## src/rtl/instr_loader_pkg.sv

```systemverilog
// ============================================================================
//  Module   : instr_loader_pkg
//  Purpose  : Instruction-set constants shared by the loader and the controller.
//  Revision : 1.0
// ============================================================================
`default_nettype none

package instr_loader_pkg;

   localparam int INSTR_W = 16;

   localparam logic [3:0] OP_NOOP  = 4'h0;
   localparam logic [3:0] OP_STORE = 4'h1;
   localparam logic [3:0] OP_LOAD  = 4'h2;
   localparam logic [3:0] OP_ADD   = 4'h3;
   localparam logic [3:0] OP_SUB   = 4'h4;
   localparam logic [3:0] OP_HALT  = 4'h5;

   typedef logic [INSTR_W-1:0] instr_t;

   function automatic logic op_legal(input logic [3:0] op);
      return (op <= OP_HALT);
   endfunction

endpackage

`default_nettype wire

```

## src/rtl/instr_word_packer.sv

```systemverilog
// ============================================================================
//  Module   : instr_word_packer
//  Purpose  : Stages the high byte, then loads a full 16-bit word on the low byte.
//  Revision : 1.0
// ============================================================================
`default_nettype none

module instr_word_packer
   import instr_loader_pkg::*;
(
   input  logic         clk,
   input  logic         Reset,
   input  logic         hi_en,
   input  logic         lo_en,
   input  logic         squash,
   input  logic [7:0]   in_byte,
   output logic [3:0]   opcode,
   output instr_t       word
);

   logic [7:0] r_hi;

   // The word register only changes on a low-byte load, so it holds between writes.
   always_ff @(posedge clk) begin
      if (Reset) begin
         r_hi <= 8'h00;
         word <= '0;
      end else begin
         if (hi_en)
            r_hi <= in_byte;
         if (lo_en)
            word <= squash ? instr_t'(OP_NOOP) << 12 : {r_hi, in_byte};
      end
   end

   assign opcode = r_hi[7:4];

endmodule

`default_nettype wire

```

## src/rtl/instr_loader.sv

```systemverilog
// ============================================================================
//  Module   : instr_loader
//  Purpose  : Packs a byte stream into instruction words, writes them to RAM from
//             address 0, and holds the CPU in reset until the load completes.
//             Optional macro OPCODE_CHECK_EN: illegal opcodes are written as NOOP
//             and raise a sticky error.
//  Revision : 1.0
// ============================================================================
`default_nettype none

module instr_loader
   import instr_loader_pkg::*;
#(
   parameter int         ADDR_W  = 8,
   parameter int         DEPTH   = 256,
   parameter logic [3:0] HALT_OP = OP_HALT
) (
   input  logic              clk,
   input  logic              Reset,
   input  logic              start,
   input  logic [7:0]        in_byte,
   input  logic              in_valid,
   output logic              in_ready,
   output logic [ADDR_W-1:0] I_addr,
   output logic [15:0]       I_data,
   output logic              I_wr,
   output logic              cpu_reset,
   output logic              busy,
   output logic              done,
   output logic              error,
   output logic [ADDR_W:0]   word_count
);

   typedef enum logic [2:0] {
      S_IDLE  = 3'd0,
      S_HI    = 3'd1,
      S_LO    = 3'd2,
      S_WRITE = 3'd3,
      S_DONE  = 3'd4
   } state_t;

   localparam logic [ADDR_W-1:0] c_last = ADDR_W'(DEPTH - 1);

   state_t            r_state;
   logic [ADDR_W-1:0] r_ptr;
   logic              r_halt;
   logic              r_error;
   logic              w_hi_en;
   logic              w_lo_en;
   logic              w_bad;
   logic [3:0]        w_opcode;
   instr_t            w_word;

   assign w_hi_en = (r_state == S_HI) && in_valid;
   assign w_lo_en = (r_state == S_LO) && in_valid;

`ifdef OPCODE_CHECK_EN
   assign w_bad = !op_legal(w_opcode);
`else
   assign w_bad = 1'b0;
`endif

   instr_word_packer u_packer (
      .clk     (clk),
      .Reset   (Reset),
      .hi_en   (w_hi_en),
      .lo_en   (w_lo_en),
      .squash  (w_bad),
      .in_byte (in_byte),
      .opcode  (w_opcode),
      .word    (w_word)
   );

   assign I_data = w_word;
   assign error  = r_error;

   // Outputs are set on the transition into each state so they stay glitch-free.
   always_ff @(posedge clk) begin
      if (Reset) begin
         r_state    <= S_IDLE;
         r_ptr      <= '0;
         r_halt     <= 1'b0;
         r_error    <= 1'b0;
         in_ready   <= 1'b0;
         I_addr     <= '0;
         I_wr       <= 1'b0;
         cpu_reset  <= 1'b1;
         busy       <= 1'b0;
         done       <= 1'b0;
         word_count <= '0;
      end else begin
         I_wr <= 1'b0;
         case (r_state)
            S_IDLE, S_DONE: begin
               if (start) begin
                  r_state    <= S_HI;
                  r_ptr      <= '0;
                  r_error    <= 1'b0;
                  word_count <= '0;
                  in_ready   <= 1'b1;
                  busy       <= 1'b1;
                  done       <= 1'b0;
                  cpu_reset  <= 1'b1;
               end
            end
            S_HI: begin
               if (in_valid)
                  r_state <= S_LO;
            end
            S_LO: begin
               if (in_valid) begin
                  r_state  <= S_WRITE;
                  in_ready <= 1'b0;
                  I_wr     <= 1'b1;
                  I_addr   <= r_ptr;
                  r_halt   <= (w_opcode == HALT_OP);
                  if (w_bad)
                     r_error <= 1'b1;
               end
            end
            S_WRITE: begin
               r_ptr      <= r_ptr + 1'b1;
               word_count <= word_count + 1'b1;
               if (r_halt || (r_ptr == c_last)) begin
                  r_state   <= S_DONE;
                  busy      <= 1'b0;
                  done      <= 1'b1;
                  cpu_reset <= 1'b0;
               end else begin
                  r_state  <= S_HI;
                  in_ready <= 1'b1;
               end
            end
            default: begin
               r_state  <= S_IDLE;
               in_ready <= 1'b0;
               busy     <= 1'b0;
            end
         endcase
      end
   end

endmodule

`default_nettype wire
```

## config.mk

```make
export PLATFORM = sky130hd
export DESIGN_NAME = instr_loader
export DESIGN_NICKNAME = d
export VERILOG_FILES = /design/src/rtl/instr_loader_pkg.sv /design/src/rtl/instr_word_packer.sv /design/src/rtl/instr_loader.sv
export SDC_FILE = /design/constraint.sdc
export NUM_CORES = 1
export LEC_CHECK = 0
export CORE_MARGIN = 5
export CORE_UTILIZATION = 40
export DETAILED_ROUTE_END_ITERATION = 6
export DONT_BUFFER_PORTS = 1
export GPL_TIMING_DRIVEN = 0
export HOLD_SLACK_MARGIN = 0.06
export SETUP_SLACK_MARGIN = 0.5
export SLEW_MARGIN = 20
export SYNTH_ARGS = -nofsm -noshare
export SYNTH_HDL_FRONTEND = slang
export SYNTH_SLANG_ARGS = --single-unit
```

## constraint.sdc

```tcl
create_clock -name clk -period 1.95 [get_ports clk]
set_clock_uncertainty 0.2 [all_clocks]
set_input_delay 0.0975 -clock clk [delete_from_list [all_inputs] [get_ports clk]]
set_output_delay 0.0975 -clock clk [all_outputs]
set_load 0.01 [all_outputs]
```

# ---- Word level (Yosys, flattened, before mapping)
# Cells that the tools add are included.
dict set report word_totals {
  register_bits 58
  latch_bits 0
  ram_bits 0
  mem_bits_ro 0
  output_inout_bits 39
  mem_count 0
}
dict set report op_classes {
  addsub 2
  mul 0
  div_mod_pow 0
  magnitude_cmp 0
  eq_ne 11
  shifts 0
  muxes 20
  bitwise_logic 3
  reduce_logical 14
}
# op n
set op_table {}
lappend op_table {{9-bit one-hot mux with 2 select lines} 1}
lappend op_table {{8-bit one-hot mux with 2 select lines} 1}
lappend op_table {{3-bit two-way mux} 4}
lappend op_table {{3-bit one-hot mux with 4 select lines} 1}
lappend op_table {{2-bit != test, second input constant} 5}
lappend op_table {{9-bit by 1-bit adder with 9-bit output, second input constant} 1}
lappend op_table {{9-bit two-way mux} 1}
lappend op_table {{3-bit AND reduction} 3}
lappend op_table {{8-bit by 1-bit adder with 8-bit output, second input constant} 1}
lappend op_table {{8-bit equality test, second input constant} 1}
lappend op_table {{8-bit two-way mux} 1}
lappend op_table {{1-bit two-way mux} 7}
lappend op_table {{3-bit by 2-bit equality test with 1-bit output, second input constant} 2}
lappend op_table {{2-bit OR reduction} 3}
lappend op_table {{4-bit by 3-bit equality test with 1-bit output, second input constant} 1}
lappend op_table {{1-bit one-hot mux with 2 select lines} 2}
lappend op_table {{1-bit one-hot mux with 4 select lines} 1}
lappend op_table {{2-bit AND reduction} 2}
lappend op_table {{4-bit AND reduction} 1}
lappend op_table {{3-bit by 1-bit equality test with 1-bit output, second input constant} 1}
lappend op_table {{3-bit equality test, second input constant} 1}
lappend op_table {{3-bit zero test} 1}
lappend op_table {{1-bit NOT} 3}
lappend op_table {{1-bit one-hot mux with 3 select lines} 1}
lappend op_table {{3 further kinds} 4}

# ---- Logic depth before layout (Yosys ltp)
# Gate-level depths: netlist (run 1).
dict set report depth {
  word_depth 4
  depth_mapped 6
}

# ---- Modules after synthesis
# Synthesis (run 1) repeated with hierarchy kept, for this count alone.
dict set report hier_totals {
  cells_unflattened 293
  area_unflattened_um2 2670.1
}
# mod instances cells_each area_each_um2 seq_area_each_um2
set modules_own_cells {}
lappend modules_own_cells {instr_loader 1 191 1632.8 680.7}
lappend modules_own_cells {instr_word_packer 1 102 1037.2 480.5}

# ---- Least setup slack after synthesis (run 1)
# OpenSTA, ideal clock, no wires.
dict set report synth_path {
  path_type {flip-flop to flip-flop}
  from {reg word_count[0]}
  to {reg word_count[8]}
  setup_time_ns 0.070
  arrival_time_ns 1.416
  required_time_ns 1.680
  slack_ns 0.264
  stages_incl_launch_ff 5
  n_path_buf 0
  period_less_slack_ns 1.686
  cell_sequence {dfxtp_1 -> ha_1 -> nand4_1 -> or4_1 -> a21oi_1}
}
dict set report synth_between {
  elab_chain_len 2
}
# element line
set synth_lines {}
lappend synth_lines {{start, declared} instr_loader.sv:31} ;# output logic [ADDR_W:0] word_count
lappend synth_lines {{start signal, assigned} instr_loader.sv:123} ;# word_count <= word_count + 1'b1;
lappend synth_lines {{9-bit by 1-bit adder with 9-bit output} instr_loader.sv:123}
lappend synth_lines {{9-bit one-hot mux with 2 select lines} instr_loader.sv:93} ;# case (r_state)
# No other way between the ends.
# A chain may end at the register's enable or synchronous reset.

# ---- Worst setup path in the final report (run 1)
dict set report layout_path {
  from {reg r_state[0]}
  to {reg word_count[3]}
}
dict set report layout_between {
  elab_chain_len 4
}
# element line
set layout_lines {}
lappend layout_lines {{start, declared} instr_loader.sv:44} ;# state_t r_state;
lappend layout_lines {{start signal, assigned} instr_loader.sv:80} ;# r_state <= S_IDLE;
lappend layout_lines {{start signal, assigned} instr_loader.sv:96} ;# r_state <= S_HI;
lappend layout_lines {{start signal, assigned} instr_loader.sv:108} ;# r_state <= S_LO;
lappend layout_lines {{3-bit equality test or 3-bit zero test (tied branches)} instr_loader.sv:93}
lappend layout_lines {{2-bit OR reduction} instr_loader.sv:93}
lappend layout_lines {{2-bit != test (no line) or 2-bit nonzero test (tied branches)} -}
lappend layout_lines {{2-bit AND reduction (no line)} -}
# Several ways; a longest one is shown, not always the timed one.

==> run summary, run 1 <==
largest net degree at the start of global routing -> 11
vias -> 2,337
final WL -> 7680 um
Port Buffers -> 0
FF-to-FF path depth -> 6
RSZ-0062 raised after global routing -> true
syn_area_per_cell -> 8.76 um^2
WHS Path Cells -> 4
period utilization -> 0.844
vias in the first global route -> 2,163
minimum clock period -> 1.65 ns
Antenna Cells -> 0
number of flops mapped to enable cells by yosys -> 0
Final Wtd Congestion -> 0.786
sequential area share after synthesis -> 0.472
Initial Util -> 0.413
I/O pins -> 51
Setup crit end kind -> flop
GRT Overall Usage -> 0.187
total power -> 2.68 mW
GRT overflow -> 0
Crit Path Max Fanout -> 5
ys flop type -> dfxtp_1
final instance area -> 0.00367 mm^2
max-cap check violation count -> 0
async set-reset flop share out of synthesis -> 0
global-route wire length before repair -> 11,000 um
Mapped Cells -> 281
Leakage Power -> 1.42 nW
arrival time worst endpoint -> 1.69 ns
routed len/inst -> 18.2 um
P&R area growth vs syn -> 49.3%
total CTS buffers -> 9
outcome -> finished, final reports clean
share of Yosys cell area claimed by the top area cell type -> 0.472
detailed placement HPWL -> 4150 um
Fmax -> 608 MHz
drt first pass iters -> 4
CP Data Required Time -> 2.00 ns
root buf cell -> clkbuf_8
Post-DP Area -> 0.00263 mm^2
Hold Path Class -> in2reg
Final TNS setup -> 0 ns
final max-slew violation count -> 0
Setup Viol. Count Final -> 0
top post-synthesis cells by count -> nand2_1, dfxtp_1, a21oi_1, nor2_1, nand3_1
Die X -> 88.4 um
CP peak stage delay -> 0.35 ns
Final nets -> 355
Synth Net Count -> 295
Worst VDD drop -> 0.351 mV
most frequent CP cell -> buf_6
FP Rows -> 28
startpoint types -> flop
H-Tree Depth -> 3
DIE AREA -> 0.00782 mm^2
top post-synthesis cells by area -> dfxtp_1, nand2_1, a21oi_1
cell area after synthesis -> 0.00246 mm^2
initial antenna violation count -> 0
drc violations -> 0
warning count from the yosys run -> 0
final hold vios -> 0
Routed Antenna Nets -> 0
cell area power density -> 729 mW/mm^2
synth unique cells -> 44
Setup CP Type -> reg2reg
clock-pin slew of the registers on the worst-case setup and hold paths -> 0.07 ns
crit-path cells -> buf_6 -> and3b_2 -> buf_6 -> buf_12 -> a41oi_2 -> a311oi_2
flops & latches, synth -> 58
Iter 0 DRT Violations -> 118
TritonCTS clock tree -> yes
most frequent cell after synthesis -> nand2_1
share of layout cells above drive strength 1 -> 0.436
post-synth top area cell -> dfxtp_1
core area -> 0.00596 mm^2
CP max-delay cell -> dfxtp_2
vias per cell -> 5.55
Sink Count -> 58
Skew-Pair Late Insertion Delay -> 0.34 ns
maximum clock path buffer count -> 2
Die H -> 88.4 um
-- final cells by class --
cell class / instances / area (um^2)
fill: 492 / 2280
multi-input combinational: 199 / 1470
sequential: 58 / 1190
timing repair buffer: 49 / 492
buffer: 22 / 235
clock buffer: 12 / 166
tap: 75 / 93.8
clock inverter: 4 / 23.8
inverter: 2 / 7.51
-- per-layer routing --
| layer | GRT usage | vias up | part of all wire |
|---|---|---|---|
| met5 | 0 | - | 0 |
| met4 | 0.118 | 0 | 0.030 |
| met3 | 0.0633 | 19 | 0.065 |
| met2 | 0.286 | 75 | 0.48 |
| met1 | 0.225 | 1126 | 0.43 |
| li1 | - | 1117 | - |
-- critical path, delay by kind of cell (launching register included) --
family	cells	cell delay, ns
AND/OR/NAND/NOR	1	0.22
AO/OA/AOI/OAI	2	0.39
buffers and inverters	3	0.40
flip-flops	1	0.35
-- worst paths after layout --
path	from	end	slack, ns
worst max-delay path	r_state[0]$_SDFFE_PP0P_	word_count[3]$_SDFFE_PP0P_	0.30
worst max register to register	r_state[0]$_SDFFE_PP0P_	word_count[3]$_SDFFE_PP0P_	0.30
worst min-delay path	in_valid	I_addr[7]$_SDFFE_PP0P_	0.11
worst min register to register	u_packer.r_hi[3]$_SDFFE_PP0P_	u_packer.word[11]$_SDFFE_PP0P_	0.26
-- power breakdown --
group | internal (mW) | leakage, nW | total (mW) | switching [mW]
registers | 1.21 | 0.477 | 1.24 | 0.0330
clock network | 0.569 | 0.101 | 1.07 | 0.498
logic | 0.189 | 0.844 | 0.375 | 0.185
-- registers in the layout, indices dropped and copies added, names as in the netlist --
signal	flops
in_ready	1
I_addr	8
u_packer.word	16
busy	1
cpu_reset	1
r_halt	1
r_ptr	8
I_wr	1
u_packer.r_hi	8
r_state	3
done	1
word_count	9
-- cell usage in the layout (no fill, tap or decap), types with 9 or more instances in the layout --
master / instances
a21oi_1: 17
a21oi_2: 23
buf_4: 29
buf_6: 13
clkbuf_8: 12
dfxtp_1: 45
dlygate4sd3_1: 11
nand2_1: 46
nand2_4: 10
nand3_1: 9
nor2_1: 14
-- logic make-up after synthesis --
logic type               after synthesis  synth area share
adder cells (fa/ha/maj)                2            0.0102
multiplexers                          10            0.0412
buffers and inverters                 24            0.0569
flip-flops                            58             0.472
AO/OA/AOI/OAI                         67             0.171
other                                  1           0.00152
AND/OR/NAND/NOR                      119             0.248
-- metrics by stage --
step | instances | utilization | hold slack [ns] | setup slack (ns)
4_1_cts | 409 | 0.543 | 0.0727 | 0.358
2_1_floorplan | 281 | - | 0.0335 | 0.437
3_3_place_gp | 356 | 0.442 | 0.0367 | 0.181
3_5_place_dp | 356 | 0.442 | 0.0436 | 0.149
5_1_grt | 421 | 0.617 | 0.131 | 0.264
6_report | 421 | 0.617 | 0.111 | 0.304
-- timing repair --
action                                 4_1_cts  5_1_grt
endpoints found under the hold margin       39        0
setup buffers                               23       11
gates resized for setup                     27       93
pin swaps                                    9       35
setup endpoints to repair                   53       58
hold buffers                                11        0
gates cloned                                 3        1
Note: power is estimated with default switching activity, not from simulation.
==> run 2, diff against run 1 <==
Settings changed: ABC_AREA from default to 1.
Clock period 1.95 ns to 1.35 ns, I/O delays scaled along.
==> run summary, run 2 <==
adder-cell area share of the yosys netlist -> 0.0102
FP Rows -> 28
share of Yosys cell area claimed by the top area cell type -> 0.474
Antenna Cells -> 0
number of flops mapped to enable cells by yosys -> 0
Final nets -> 406
Crit Path Max Fanout -> 5
detailed placement HPWL -> 4210 um
final WL -> 7470 um
Die H -> 88.3 um
syn_area_per_cell -> 7.25 um^2
Setup crit end kind -> flop
Top Registers -> u_packer.word x16, word_count x9
sequential area share after synthesis -> 0.474
Leakage Power -> 1.53 nW
minimum clock period -> 1.54 ns
max-cap check violation count -> 0
total power -> 5.38 mW
final instance area -> 0.00376 mm^2
Port Buffers -> 0
initial antenna violation count -> 0
post-synthesis mux area share -> 0
most frequent cell after synthesis -> nor2_1
Synth Area in Compound Gates -> 0.148
H-Tree Depth -> 3
warning count from the yosys run -> 0
cell area power density -> 1430 mW/mm^2
Die X -> 88.3 um
Hold Path Class -> in2reg
RSZ-0062 raised after global routing -> true
failing checks -> hold timing, setup timing
main combinational cell family by area after synthesis -> simple AND/OR/NAND/NOR gates
root buf cell -> clkbuf_8
Synth Net Count -> 352
commonest non-fill, non-tap cell in the layout -> nor2_1
vias per cell -> 5.14
drt first pass iters -> 4
GRT Overall Usage -> 0.188
arrival time worst endpoint -> 1.52 ns
maximum clock path buffer count -> 2
Final Wtd Congestion -> 0.838
R2R Path End -> r_ptr[1]$_SDFFE_PP0P_
vias -> 2,426
final hold vios -> 10
hold_sp -> Reset
worst setup slack after layout -> -0.186 ns
outcome -> finished with violations
cell area after synthesis -> 0.00245 mm^2
I/O pins -> 51
Mapped Cells -> 338
async set-reset flop share out of synthesis -> 0
WHS Path Cells -> 1
Reg2Reg Setup Slack -> -0.19 ns
period utilization -> 1.14
Worst R2R Start -> r_state[1]$_SDFFE_PP0P_
Initial Util -> 0.411
Hold Buf Count CTS -> 8
Hold WS -> -0.425 ns
Skew-Pair Late Insertion Delay -> 0.34 ns
FF-to-FF path depth -> 9
core area -> 0.00596 mm^2
Tightest Pin Transition -> 0.682 ns
top post-synthesis cells by count -> nor2_1, nand2_1, dfxtp_1, o21ai_0, inv_1
largest net degree at the start of global routing -> 13
Sink Count -> 58
Max transition margin -> 0.546
clock-pin slew of the registers on the worst-case setup and hold paths -> 0.07 ns
Largest register FFs -> 16
commonest non-fill, non-tap cells in the layout -> nor2_1, nand2_1, dfxtp_4, buf_4, inv_1
post-synth top area cell -> dfxtp_1
global-route wire length before repair -> 11,200 um
Synth Area in XOR/XNOR -> 0
GRT overflow -> 0
Post-Synth Simple-Gate Area -> 0.279
startpoint types -> flop
# fillers -> 503
Post-DP Area -> 0.00270 mm^2
Finished Layout Cells -> 472
drc violations -> 0
Top reg by flops -> u_packer.word
Worst Hold Path EP -> word_count[8]$_SDFFE_PP0P_
CP Data Required Time -> 1.34 ns
Setup CP Type -> reg2reg
P&R area growth vs syn -> 53.5%
TritonCTS clock tree -> yes
synth unique cells -> 27
total CTS buffers -> 9
Fmax -> 651 MHz
DIE AREA -> 0.00779 mm^2
top post-synthesis cells by area -> dfxtp_1, nor2_1, nand2_1
ys flop type -> dfxtp_1
Routed Antenna Nets -> 0
Worst VDD drop -> 0.774 mV
flops & latches, synth -> 58
share of layout cells above drive strength 1 -> 0.506
final max-slew violation count -> 0
Setup Viol. Count Final -> 57
routed len/inst -> 15.8 um
Iter 0 DRT Violations -> 102
dpl cells -> 413
vias in the first global route -> 2,348
-- run 2: worst max-delay path by stage --
stage	startpoint	end	slack (ns)	cells after the start
after global placement	r_state[1]$_SDFFE_PP0P_	word_count[7]$_SDFFE_PP0P_	-0.14	9
after CTS	r_state[1]$_SDFFE_PP0P_	I_addr[0]$_SDFFE_PP0P_	-0.14	9
after floorplan	r_state[1]$_SDFFE_PP0P_	r_halt$_SDFFE_PP0P_	-0.01	8
after global routing	r_state[1]$_SDFFE_PP0P_	r_ptr[7]$_SDFFE_PP0P_	-0.26	9
final	r_state[1]$_SDFFE_PP0P_	r_ptr[1]$_SDFFE_PP0P_	-0.19	9
after detailed placement	r_state[1]$_SDFFE_PP0P_	word_count[7]$_SDFFE_PP0P_	-0.15	9
-- run 2: power breakdown --
part	switching, mW	internal [mW]	leakage [nW]
clock network	0.774	0.865	0.0964
registers	0.232	1.90	0.499
logic	0.865	0.747	0.932
total	1.87	3.51	1.53
-- run 2: kinds of logic (layout without fill, tap and decap cells) --
| logic type | Yosys count | in the layout |
|---|---|---|
| buffers and inverters | 44 | 103 |
| AND/OR/NAND/NOR | 163 | 163 |
| AO/OA/AOI/OAI | 70 | 70 |
| adder cells (fa/ha/maj) | 2 | 2 |
| flip-flops | 58 | 58 |
| other | 1 | 1 |
-- run 2: per-stage QoR --
stage          TNS (ns)   util  worst slack (ns)
6_report          -6.20  0.632            -0.186
5_1_grt          -10.53  0.632            -0.264
4_1_cts           -5.40  0.563            -0.137
3_5_place_dp      -3.91  0.454            -0.147
3_3_place_gp      -3.48  0.454            -0.142
2_1_floorplan   -0.0227      -           -0.0140
-- run 2: metal layers --
layer | up-vias | routed length, um | GRT usage
met5 | - | 0 | 0
met4 | 0 | 177 | 0.0673
met3 | 15 | 489 | 0.0708
met2 | 70 | 3680 | 0.313
met1 | 1148 | 3120 | 0.222
li1 | 1193 | - | -
-- run 2: cell type report --
class | count | area, um^2 | area share
multi-input combinational | 236 | 1470 | 0.392
sequential | 58 | 1290 | 0.342
timing repair buffer | 43 | 439 | 0.117
buffer | 15 | 139 | 0.0369
inverter | 29 | 126 | 0.0336
clock buffer | 9 | 124 | 0.0329
tap | 75 | 93.8 | 0.0250
clock inverter | 7 | 77.6 | 0.0206
-- run 2: repair_timing --
item | in CTS | in global routing
pin swaps | 12 | 31
setup buffers | 19 | 11
endpoints found under the setup margin | 96 | 96
cloned | 3 | 2
endpoints found under the hold margin | 42 | 15
gates resized for setup | 88 | 92
-- run 2: critical path, stage by stage (launching register included) --
cell and delay, ns:
dfxtp_4 0.37, nor2_4 0.14, inv_2 0.06, nor2_4 0.14, inv_4 0.06, nand2_4 0.10, inv_4 0.05, clkbuf_16 0.16
nand2_2 0.05, a21oi_1 0.05
==> run 3, diff against run 2 <==
Settings changed: GPL_ROUTABILITY_DRIVEN from default to 0, PLACE_DENSITY from default to 0.67.
==> run summary, run 3 (synthesized netlist as in run 2, its figures left out) <==
outcome -> finished with violations
failing checks -> hold timing, setup timing
switch share -> 0.327
Setup Viol. Count Final -> 57
Die X -> 88.3 um
global-route wire length before repair -> 10,400 um
commonest non-fill, non-tap cells in the layout -> nor2_1, nand2_1, dfxtp_2, o21ai_0, dfxtp_4
arrival time worst endpoint -> 1.56 ns
Top reg by flops -> u_packer.word
Clock Power Share -> 0.333
H-Tree Depth -> 3
Antenna Cells -> 0
Iter 0 DRT Violations -> 90
largest net degree at the start of global routing -> 13
Top Registers -> u_packer.word x16, word_count x9
internal power -> 3.54 mW
Leakage Power -> 1.45 nW
Post-DP Area -> 0.00270 mm^2
Final nets -> 398
Max transition margin -> 0.568
minimum clock period -> 1.49 ns
total power -> 5.26 mW
logic gate share of total power -> 0.263
share of layout cells above drive strength 1 -> 0.411
commonest non-fill, non-tap cell in the layout -> nor2_1
clock-pin slew of the registers on the worst-case setup and hold paths -> 0.07 ns
Routed Antenna Nets -> 0
Crit Path Max Fanout -> 9
Finished Layout Cells -> 464
Tightest Pin Transition -> 0.647 ns
GRT Overall Usage -> 0.176
GRT overflow -> 0
max-cap check violation count -> 0
routed len/inst -> 14.7 um
Sink Count -> 58
final instance area -> 0.00356 mm^2
Hold Buf Count CTS -> 8
Largest register FFs -> 16
P&R area growth vs syn -> 45.3%
vias per cell -> 5.02
core area -> 0.00596 mm^2
detailed placement HPWL -> 4090 um
DIE AREA -> 0.00779 mm^2
root buf cell -> clkbuf_8
TritonCTS clock tree -> yes
drt first pass iters -> 4
drc violations -> 0
Hold WS -> -0.421 ns
Hold Path Class -> in2reg
FP Rows -> 28
WHS Path Cells -> 1
Die H -> 88.3 um
# fillers -> 526
maximum clock path buffer count -> 2
Reg area -> 0.00127 mm^2
initial antenna violation count -> 0
vias in the first global route -> 2,224
worst setup slack after layout -> -0.137 ns
RSZ-0062 raised after global routing -> true
CP Data Required Time -> 1.43 ns
Setup crit end kind -> flop
area of the multi-input gates -> 0.00134 mm^2
Skew-Pair Late Insertion Delay -> 0.34 ns
Setup CP Type -> reg2reg
FF-to-FF path depth -> 8
period utilization -> 1.10
total CTS buffers -> 9
Port Buffers -> 0
cell area power density -> 1480 mW/mm^2
vias -> 2,330
dpl cells -> 413
final max-slew violation count -> 0
startpoint types -> flop
final hold vios -> 10
I/O pins -> 51
Final TNS setup -> -4.82 ns
net load switching power -> 1.72 mW
Initial Util -> 0.411
Worst VDD drop -> 0.929 mV
Fmax -> 672 MHz
final WL -> 6820 um
Seq pwr share -> 0.404
run 3: cell count changes in the layout (fill, tap and decap cells not counted), sizes merged:
cell,change
clkinvlp,-2
clkinv,+1
buf,-8
clkbuf,+1
run 3: area by class of cell:
class / count / share of cell area
timing repair buffer: 35 / 0.108
buffer: 15 / 0.0373
multi-input combinational: 236 / 0.375
inverter: 29 / 0.0348
tap: 75 / 0.0264
clock buffer: 10 / 0.0418
sequential: 58 / 0.357
clock inverter: 6 / 0.0200
run 3: critical path, cell delays in order (launching register included):
cell	delay, ns
dfxtp_4	0.39
inv_4	0.05
nor2_4	0.11
nand2_4	0.07
nor2_4	0.10
buf_6	0.18
clkbuf_16	0.16
o21ai_1	0.05
nor2_1	0.12
run 3: per-layer routing:
layer	global-route usage	wire length (um)	up-vias
met1	0.198	2860	1069
li1	-	-	1188
met2	0.287	3310	60
met5	0	0	-
met4	0.0701	84	0
met3	0.0847	567	13
run 3: power groups by stage:
stage | logic, mW | registers, mW | clock network, mW
floorplan | 0.681 | 2.11 | 0
global placement | 0.823 | 2.15 | 0
detailed placement | 0.837 | 2.15 | 0
CTS | 1.22 | 2.12 | 1.79
global route | 1.52 | 2.15 | 1.87
finish | 1.38 | 2.12 | 1.75
run 3: per-stage QoR:
step	utilization	hold slack, ns	setup slack, ns
after floorplan	-	-0.0634	-0.0140
after global placement	0.454	-0.0608	-0.139
after detailed placement	0.454	-0.0601	-0.149
after CTS	0.562	-0.431	-0.139
after global routing	0.597	-0.442	-0.227
final	0.597	-0.421	-0.137
run 3: repair_timing:
action / CTS / global route
hold endpoints to repair: 41 / 20
gates cloned: 4 / 3
setup endpoints to repair: 96 / 96
pin swaps: 13 / 12
resized for setup: 77 / 42
setup buffers: 17 / 3
run 3: final timing paths:
path	slack (ns)	from	to
hold / removal	-0.42	Reset	word_count[8]$_SDFFE_PP0P_
setup / recovery	-0.14	r_state[1]$_SDFFE_PP0P_	u_packer.word[9]$_SDFFE_PP0P_
hold reg to reg	0.27	in_ready$_SDFFE_PP0P_	in_ready$_SDFFE_PP0P_
setup reg to reg	-0.14	r_state[1]$_SDFFE_PP0P_	u_packer.word[9]$_SDFFE_PP0P_
